`src/rtl/tree_walk_pkg.sv`:
```
// Shared types for the packet-classification tree walker: node layout,
// walker states and the key field selector.
package tree_walk_pkg;

    localparam int NUM_FIELDS = 5;
    localparam int FIELD_W    = 16;
    localparam int NODE_AW    = 10;
    localparam int RULE_W     = 12;
    localparam int SEL_W      = $clog2(NUM_FIELDS);
    localparam int KEY_W      = NUM_FIELDS * FIELD_W;

    typedef enum logic [1:0] {
        NODE_CUT   = 2'b00,
        NODE_PART  = 2'b01,
        NODE_LEAF  = 2'b10,
        NODE_EMPTY = 2'b11
    } node_type_e;

    typedef struct packed {
        node_type_e           node_type;
        logic [SEL_W-1:0]     field_sel;
        logic [FIELD_W-1:0]   a;
        logic [FIELD_W-1:0]   b;
        logic [NODE_AW-1:0]   left;
        logic [NODE_AW-1:0]   right;
        logic [RULE_W-1:0]    rule_id;
    } node_t;

    localparam int NODE_W = $bits(node_t);

    typedef enum logic [2:0] {
        S_IDLE,
        S_FETCH,
        S_EVAL,
        S_POP,
        S_POPWAIT,
        S_DONE
    } state_e;

    // Out-of-range selectors read as zero rather than aliasing another field.
    function automatic logic [FIELD_W-1:0] field_of(input logic [KEY_W-1:0] key,
                                                    input logic [SEL_W-1:0] sel);
        field_of = '0;
        for (int i = 0; i < NUM_FIELDS; i++) begin
            if (sel == SEL_W'(i)) field_of = key[i*FIELD_W +: FIELD_W];
        end
    endfunction

endpackage

```
`src/rtl/tree_walk_ctrl_stack.sv`:
```
// LIFO of pending subtree addresses. Push wins over pop; a pop result
// appears on pop_data together with a one-cycle just_popped pulse.
module stack #(
    parameter int DATA_WIDTH = 10,
    parameter int STACK_SIZE = 32
) (
    input  logic                  clk,
    input  logic                  reset,
    input  logic                  push,
    input  logic                  pop,
    input  logic [DATA_WIDTH-1:0] push_data,
    output logic [DATA_WIDTH-1:0] pop_data,
    output logic                  full,
    output logic                  empty,
    output logic                  just_popped
);

    localparam int IDX_W = (STACK_SIZE > 1) ? $clog2(STACK_SIZE) : 1;
    localparam int CNT_W = $clog2(STACK_SIZE + 1);

    logic [DATA_WIDTH-1:0] mem_q [STACK_SIZE];
    logic [CNT_W-1:0]      sp_q, sp_d;
    logic                  just_popped_q, just_popped_d;
    logic [DATA_WIDTH-1:0] pop_data_q, pop_data_d;
    logic                  wr_en;
    logic [IDX_W-1:0]      wr_idx;
    logic [IDX_W-1:0]      rd_idx;

    assign full        = (sp_q == CNT_W'(STACK_SIZE));
    assign empty       = (sp_q == '0);
    assign pop_data    = pop_data_q;
    assign just_popped = just_popped_q;
    assign wr_idx      = IDX_W'(sp_q);
    assign rd_idx      = IDX_W'(sp_q - 1'b1);

    always_comb begin
        sp_d          = sp_q;
        just_popped_d = 1'b0;
        pop_data_d    = pop_data_q;
        wr_en         = 1'b0;
        if (push && !full) begin
            wr_en = 1'b1;
            sp_d  = sp_q + 1'b1;
        end else if (pop && !empty) begin
            pop_data_d    = mem_q[rd_idx];
            sp_d          = sp_q - 1'b1;
            just_popped_d = 1'b1;
        end
    end

    always_ff @(posedge clk) begin
        if (reset) begin
            sp_q          <= '0;
            just_popped_q <= 1'b0;
        end else begin
            sp_q          <= sp_d;
            just_popped_q <= just_popped_d;
        end
    end

    always_ff @(posedge clk) begin
        pop_data_q <= pop_data_d;
        if (wr_en) mem_q[wr_idx] <= push_data;
    end

endmodule

```
`src/rtl/tree_walk_ctrl.sv`:
```
// Depth-first decision-tree walker: one key at a time, left-first descent,
// pending right subtrees kept on a LIFO, lowest matching rule id wins.
module tree_walk_ctrl
    import tree_walk_pkg::*;
#(
    parameter int STACK_DEPTH = 32,
    parameter int MAX_STEPS   = 1024,
    parameter int ROOT_ADDR   = 0
) (
    input  logic               clk,
    input  logic               reset,
    input  logic               req_valid,
    output logic               req_ready,
    input  logic [KEY_W-1:0]   req_key,
    output logic               mem_rd_en,
    output logic [NODE_AW-1:0] mem_addr,
    input  logic [NODE_W-1:0]  mem_rdata,
    output logic               resp_valid,
    output logic               resp_hit,
    output logic [RULE_W-1:0]  resp_rule_id,
    output logic               resp_overflow,
    output logic               resp_timeout
);

    localparam int STEP_W = $clog2(MAX_STEPS + 1);
    localparam logic [STEP_W-1:0] MAX_STEPS_C = STEP_W'(MAX_STEPS);

    state_e              state_q, state_d;
    logic [KEY_W-1:0]    key_q, key_d;
    logic [NODE_AW-1:0]  cur_q, cur_d;
    logic [RULE_W-1:0]   best_q, best_d;
    logic                hit_q, hit_d;
    logic [STEP_W-1:0]   steps_q, steps_d;
    logic                resp_hit_q, resp_hit_d;
    logic [RULE_W-1:0]   resp_rule_id_q, resp_rule_id_d;
    logic                resp_overflow_q, resp_overflow_d;
    logic                resp_timeout_q, resp_timeout_d;

    logic                accept;
    logic                stk_push, stk_pop, stk_reset;
    logic                stk_full, stk_empty, stk_just_popped;
    logic [NODE_AW-1:0]  stk_pop_data;
    node_t               node;
    logic [FIELD_W-1:0]  k;
    logic [STEP_W-1:0]   steps_inc;
    logic                leaf_end;

    assign node      = node_t'(mem_rdata);
    assign k         = field_of(key_q, node.field_sel);
    assign steps_inc = steps_q + 1'b1;
    assign stk_reset = reset || accept;

    assign req_ready     = (state_q == S_IDLE);
    assign mem_addr      = cur_q;
    assign resp_hit      = resp_hit_q;
    assign resp_rule_id  = resp_rule_id_q;
    assign resp_overflow = resp_overflow_q;
    assign resp_timeout  = resp_timeout_q;

    stack #(
        .DATA_WIDTH (NODE_AW),
        .STACK_SIZE (STACK_DEPTH)
    ) u_stack (
        .clk         (clk),
        .reset       (stk_reset),
        .push        (stk_push),
        .pop         (stk_pop),
        .push_data   (node.right),
        .pop_data    (stk_pop_data),
        .full        (stk_full),
        .empty       (stk_empty),
        .just_popped (stk_just_popped)
    );

    always_comb begin
        state_d         = state_q;
        key_d           = key_q;
        cur_d           = cur_q;
        best_d          = best_q;
        hit_d           = hit_q;
        steps_d         = steps_q;
        resp_hit_d      = resp_hit_q;
        resp_rule_id_d  = resp_rule_id_q;
        resp_overflow_d = resp_overflow_q;
        resp_timeout_d  = resp_timeout_q;
        accept          = 1'b0;
        stk_push        = 1'b0;
        stk_pop         = 1'b0;
        mem_rd_en       = 1'b0;
        resp_valid      = 1'b0;
        leaf_end        = 1'b0;

        case (state_q)
            S_IDLE: begin
                if (req_valid) begin
                    accept          = 1'b1;
                    key_d           = req_key;
                    cur_d           = NODE_AW'(ROOT_ADDR);
                    best_d          = '1;
                    hit_d           = 1'b0;
                    steps_d         = '0;
                    resp_hit_d      = 1'b0;
                    resp_rule_id_d  = '0;
                    resp_overflow_d = 1'b0;
                    resp_timeout_d  = 1'b0;
                    state_d         = S_FETCH;
                end
            end
            S_FETCH: begin
                mem_rd_en = 1'b1;
                state_d   = S_EVAL;
            end
            S_EVAL: begin
                steps_d = steps_inc;
                // The step budget is checked before the node is acted on.
                if (steps_inc >= MAX_STEPS_C) begin
                    resp_timeout_d = 1'b1;
                    resp_hit_d     = 1'b0;
                    resp_rule_id_d = '0;
                    state_d        = S_DONE;
                end else begin
                    case (node.node_type)
                        NODE_CUT: begin
                            cur_d   = (k < node.a) ? node.left : node.right;
                            state_d = S_FETCH;
                        end
                        NODE_PART: begin
                            if (stk_full) begin
                                resp_overflow_d = 1'b1;
                                resp_hit_d      = 1'b0;
                                resp_rule_id_d  = '0;
                                state_d         = S_DONE;
                            end else begin
                                stk_push = 1'b1;
                                cur_d    = node.left;
                                state_d  = S_FETCH;
                            end
                        end
                        NODE_LEAF: begin
                            if ((k >= node.a) && (k <= node.b) && (node.rule_id < best_q)) begin
                                best_d = node.rule_id;
                                hit_d  = 1'b1;
                            end
                            leaf_end = 1'b1;
                        end
                        default: leaf_end = 1'b1;
                    endcase
                    if (leaf_end) begin
                        if (stk_empty) begin
                            resp_hit_d     = hit_d;
                            resp_rule_id_d = hit_d ? best_d : '0;
                            state_d        = S_DONE;
                        end else begin
                            state_d = S_POP;
                        end
                    end
                end
            end
            S_POP: begin
                stk_pop = 1'b1;
                state_d = S_POPWAIT;
            end
            S_POPWAIT: begin
                if (stk_just_popped) begin
                    cur_d   = stk_pop_data;
                    state_d = S_FETCH;
                end
            end
            S_DONE: begin
                resp_valid = 1'b1;
                state_d    = S_IDLE;
            end
            default: state_d = S_IDLE;
        endcase
    end

    always_ff @(posedge clk) begin
        if (reset) begin
            state_q         <= S_IDLE;
            resp_hit_q      <= 1'b0;
            resp_rule_id_q  <= '0;
            resp_overflow_q <= 1'b0;
            resp_timeout_q  <= 1'b0;
        end else begin
            state_q         <= state_d;
            resp_hit_q      <= resp_hit_d;
            resp_rule_id_q  <= resp_rule_id_d;
            resp_overflow_q <= resp_overflow_d;
            resp_timeout_q  <= resp_timeout_d;
        end
    end

    // Walk datapath is reloaded on every accept, so it carries no reset.
    always_ff @(posedge clk) begin
        key_q   <= key_d;
        cur_q   <= cur_d;
        best_q  <= best_d;
        hit_q   <= hit_d;
        steps_q <= steps_d;
    end

endmodule

```
`config.mk`:
```
export PLATFORM = sky130hd
export DESIGN_NAME = tree_walk_ctrl
export DESIGN_NICKNAME = d
export VERILOG_FILES = /design/src/rtl/tree_walk_pkg.sv /design/src/rtl/tree_walk_ctrl_stack.sv /design/src/rtl/tree_walk_ctrl.sv
export SDC_FILE = /design/constraint.sdc
export NUM_CORES = 1
export LEC_CHECK = 0
export ABC_AREA = 1
export ABC_CLOCK_PERIOD_IN_PS = 10050
export CAP_MARGIN = 25
export CORE_MARGIN = 5
export CORE_UTILIZATION = 31
export CTS_BUF_LIST = sky130_fd_sc_hd__clkbuf_2 sky130_fd_sc_hd__clkbuf_4 sky130_fd_sc_hd__clkbuf_8
export DETAILED_ROUTE_END_ITERATION = 8
export PLACE_DENSITY_LB_ADDON = 0.12
export SETUP_SLACK_MARGIN = 0.02
export SYNTH_ARGS = -nofsm -noshare
export SYNTH_HDL_FRONTEND = slang
export SYNTH_HIERARCHICAL = 1
export SYNTH_SLANG_ARGS = --single-unit
```
`constraint.sdc`:
```
create_clock -name clk -period 10.05 [get_ports clk]
set_input_delay 3.015 -clock clk [delete_from_list [all_inputs] [get_ports clk]]
set_output_delay 3.015 -clock clk [all_outputs]
set_load 0.02 [all_outputs]
```
==> metrics.log <==
INFO  metric async_flop_share = 0%
INFO  metric num_vias = 15910
INFO  metric crit_path_max_fanout = 17
INFO  metric rr_worst_depth = 12
INFO  metric timing.critical_path.required = 10.45 ns
INFO  metric grtUsageTotal = 17.52%
INFO  metric power_total = approximately 4.5 mW
INFO  metric grt_max_degree = 90
INFO  metric slowest_stage = sky130_fd_sc_hd__nand3_1
INFO  metric fillerInstances = around 7100
INFO  metric flow.area_growth_from_synthesis = 21.94%
INFO  metric drt_iter0_drc = about 1000
INFO  metric slew_violations = 0
INFO  metric post_route_cells_drive_above_1_share = under 10%
INFO  metric count_of_different_cell_masters_after_synthesis = between 40 and 50
INFO  metric drc = 0
INFO  metric tns = 0 ns
INFO  metric syn_avg_cell_area = slightly below 10 µm²
INFO  metric postRouteAntennaNets = 0
INFO  metric syn-instance-count = 2220
INFO  metric core_region_area = around 70000 µm²
INFO  metric finalWorstSetupSlack = around 3.3 ns
INFO  metric worst_hold_check_path_type = reg2reg
INFO  metric syn-num-nets = around 2400
INFO  metric cpLargestDelayFamily = simple AND/OR/NAND/NOR gates
INFO  metric first_pass_grt_wire_length = 99.02 mm
INFO  metric cp-end-kind = flip-flop
INFO  metric clockBufferDepth = 3
INFO  metric cts-hold-fix-buffers = 0
INFO  metric timing.final.hold_violations = 0
INFO  metric post_synth_edffs = between 400 and 500
INFO  metric worst_ep_arrival_time = roughly 7 ns
INFO  metric cts_repair_resize_count = 0
INFO  metric die_width = 274.4 µm
INFO  metric tritoncts = built
INFO  metric hold_depth = 2
INFO  metric port_buffers = 179
INFO  metric irDropWorstVdd = roughly 82 µV
INFO  metric worstSetupPathDepth = 17
INFO  metric synth.ff_latch_count = 469
INFO  metric clock.fmax = 148.4 MHz
INFO  metric cellPowerDensity = approximately 170 nW/µm²
INFO  metric crit_type = in2reg
INFO  metric critPathMaxStageDelay = between 0.7 and 0.8 ns
INFO  metric run_status = finished, final reports clean
INFO  metric ys.flop_type = sky130_fd_sc_hd__edfxtp_1
INFO  metric maxCapViolations = 0
INFO  metric synthesis.yosys.warnings = 6
INFO  metric most-common-layout-cells = 682 x sky130_fd_sc_hd__nand2_1, 444 x sky130_fd_sc_hd__edfxtp_1, 352 x sky130_fd_sc_hd__inv_1, 274 x sky130_fd_sc_hd__nand3_1, 179 x sky130_fd_sc_hd__clkdlybuf4s50_1
INFO  metric max-slew-margin-rel = 29.63%
INFO  metric setup_viol = 0
INFO  metric cts_inserted_buffers = 87
INFO  metric worstPathCellList = clkdlybuf4s50_1, clkinv_1, nand3_1, o21ai_0, a21oi_1, a31oi_1, ha_1, nand2_1, nand2_1, nand3_1, nand2_1, a21oi_2, nand2_1, nand2_1, clkinv_1, nor2_1, o21ai_0
INFO  metric dieHeight = between 200 and 300 µm
INFO  metric num_rows = a little under 100
INFO  metric grt_pass1_vias = roughly 16000
INFO  metric cts.root.buffer_cell = sky130_fd_sc_hd__clkbuf_8
INFO  metric ios = 180
INFO  metric viasPerCell = ~4.6
INFO  metric cp-start-kind = input pin
INFO  metric clock_insertion_delay_worst_skew = 0.68 ns
INFO  metric place.gp.congestion = between 0.8 and 0.9
INFO  metric syn-cell-area = roughly 22000 µm²
INFO  metric clk_pin_slew_worst_paths = 0.06 ns
INFO  metric power.leakage = around 11 nW
INFO  metric drt_pass1_iterations = 5
INFO  metric detail_route.wl_per_cell = roughly 19 µm
INFO  metric hpwlAfterDp = between 40 and 50 mm
INFO  metric htree_num_levels = 3
INFO  metric finClkSkew = 0.03313 ns
INFO  metric clkSinkCount = approximately 470
INFO  metric worst_pin_slew = between 1 and 1.5 ns
INFO  metric placedInstanceArea = between 20000 and 25000 µm²
INFO  metric hold_ws = 0.4600 ns
INFO  metric drt-total-wl = between 60 and 70 mm
INFO  metric layout_commonest_cell = sky130_fd_sc_hd__nand2_1
INFO  metric post-cts-setup-buffer-count = 0
INFO  metric yosysSeqAreaShare = between 60% and 70%
INFO  metric part_of_the_cycle_the_worst_path_needs = around 67%
INFO  metric post-place-ws = around 2.6 ns
INFO  metric die-area = 75270 µm²
INFO  metric layout_min_cycle_time = ~6.7 ns
INFO  metric initial_core_util = 31.10%
INFO  metric antenna_found_initial = 12
INFO  metric rsz_0062_raised_after_global_routing = no
INFO  metric grt-ovfl-total = 0
INFO  metric final_net_count = around 2600
INFO  metric buffer_and_inverter_count_on_the_worst_path = 3
INFO  metric timing.critical_path.mode_cell = sky130_fd_sc_hd__nand2_1
INFO  metric final_area = about 26000 µm²
-- cells in the mapped netlist (15+ instances only) --
cell / count / share of area (%)
sky130_fd_sc_hd__o21ai_0: 42 / 0.97
sky130_fd_sc_hd__buf_2: 35 / 0.81
sky130_fd_sc_hd__dfxtp_1: 25 / 2.3
sky130_fd_sc_hd__nand3_1: 274 / 6.3
sky130_fd_sc_hd__nor2_1: 111 / 1.9
sky130_fd_sc_hd__inv_1: 353 / 6.1
sky130_fd_sc_hd__a31oi_1: 15 / 0.43
sky130_fd_sc_hd__a21oi_1: 55 / 1.3
sky130_fd_sc_hd__clkbuf_1: 40 / 0.69
sky130_fd_sc_hd__ha_1: 49 / 2.8
sky130_fd_sc_hd__nand2_1: 682 / 12
sky130_fd_sc_hd__nor3_1: 15 / 0.35
sky130_fd_sc_hd__edfxtp_1: 444 / 62
-- cells by family after synthesis --
family	synth area share, %
buffers and inverters	8.121
AOI/OAI and AO/OA	3.425
xor gates and xnor gates	0.2022
adders and majority gates	2.830
and+or+nand+nor	21.57
DFF	63.86
-- where the power goes --
part	leakage, nW	internal (mW)	switching, mW
combinational	5.87	0.162	0.294
sequential	4.23	2.23	0.0295
clock	0.910	1.00	0.823
total	11.0	3.40	1.15
-- cell type report --
cell class | count | area (µm²) | share of cell area (%)
Antenna cell | 10 | 25.02 | 0.09473
Clock buffer | 123 | 1480 | 5.603
Clock inverter | 30 | 222.7 | 0.8431
Inverter | 368 | 1385 | 5.243
Multi-Input combinational cell | 1297 | 6115 | 23.15
Sequential cell | 469 | 13840 | 52.38
Tap cell | 940 | 1176 | 4.452
Timing Repair Buffer | 217 | 2175 | 8.232
-- final timing paths --
path                                      start                   end  slack (ns)
worst max-delay path              mem_rdata[66]           mem_addr[7]        3.31
worst min-delay path               resp_timeout          resp_timeout        0.46
worst max register to register  u_stack/sp_q[0]  u_stack/mem_q[29][3]        5.37
worst min register to register     resp_timeout          resp_timeout        0.46
-- flip-flops by register name, summed over array words and instances, names as in the netlist --
register,cells
u_stack/pop_data,10
key_q,80
state_q,3
hit_q,1
u_stack/mem_q,320
steps_q,11
resp_hit,1
mem_addr,10
resp_rule_id,12
resp_timeout,1
resp_overflow,1
best_q,12
u_stack/sp_q,6
u_stack/just_popped,1
-- tightest hold or removal path: stages (launching register included) --
cell	delay (ns)
sky130_fd_sc_hd__dfxtp_1	0.31
sky130_fd_sc_hd__inv_1	0.05
sky130_fd_sc_hd__a21oi_1	0.05
-- routing by layer --
metal / global-route usage (%) / share of wire (%) / up-vias / routed length (µm)
met4: 5.987 / 3.0 / 4 / 1986
met5: 0 / 0.052 / - / 35
met3: 3.894 / 5.1 / 143 / 3406
met2: 28.60 / 47 / 399 / 31550
li1: - / - / 7716 / -
met1: 23.14 / 45 / 7649 / 29770
-- stage by stage --
stage | std cells | util, %
finish | 3454 | 37.92
global route | 3454 | 37.92
CTS | 3432 | 37.66
detailed placement | 3279 | 35.21
global placement | 3275 | 35.13
floorplan | 2220 | -
Note: power is estimated with default switching activity, not from simulation.
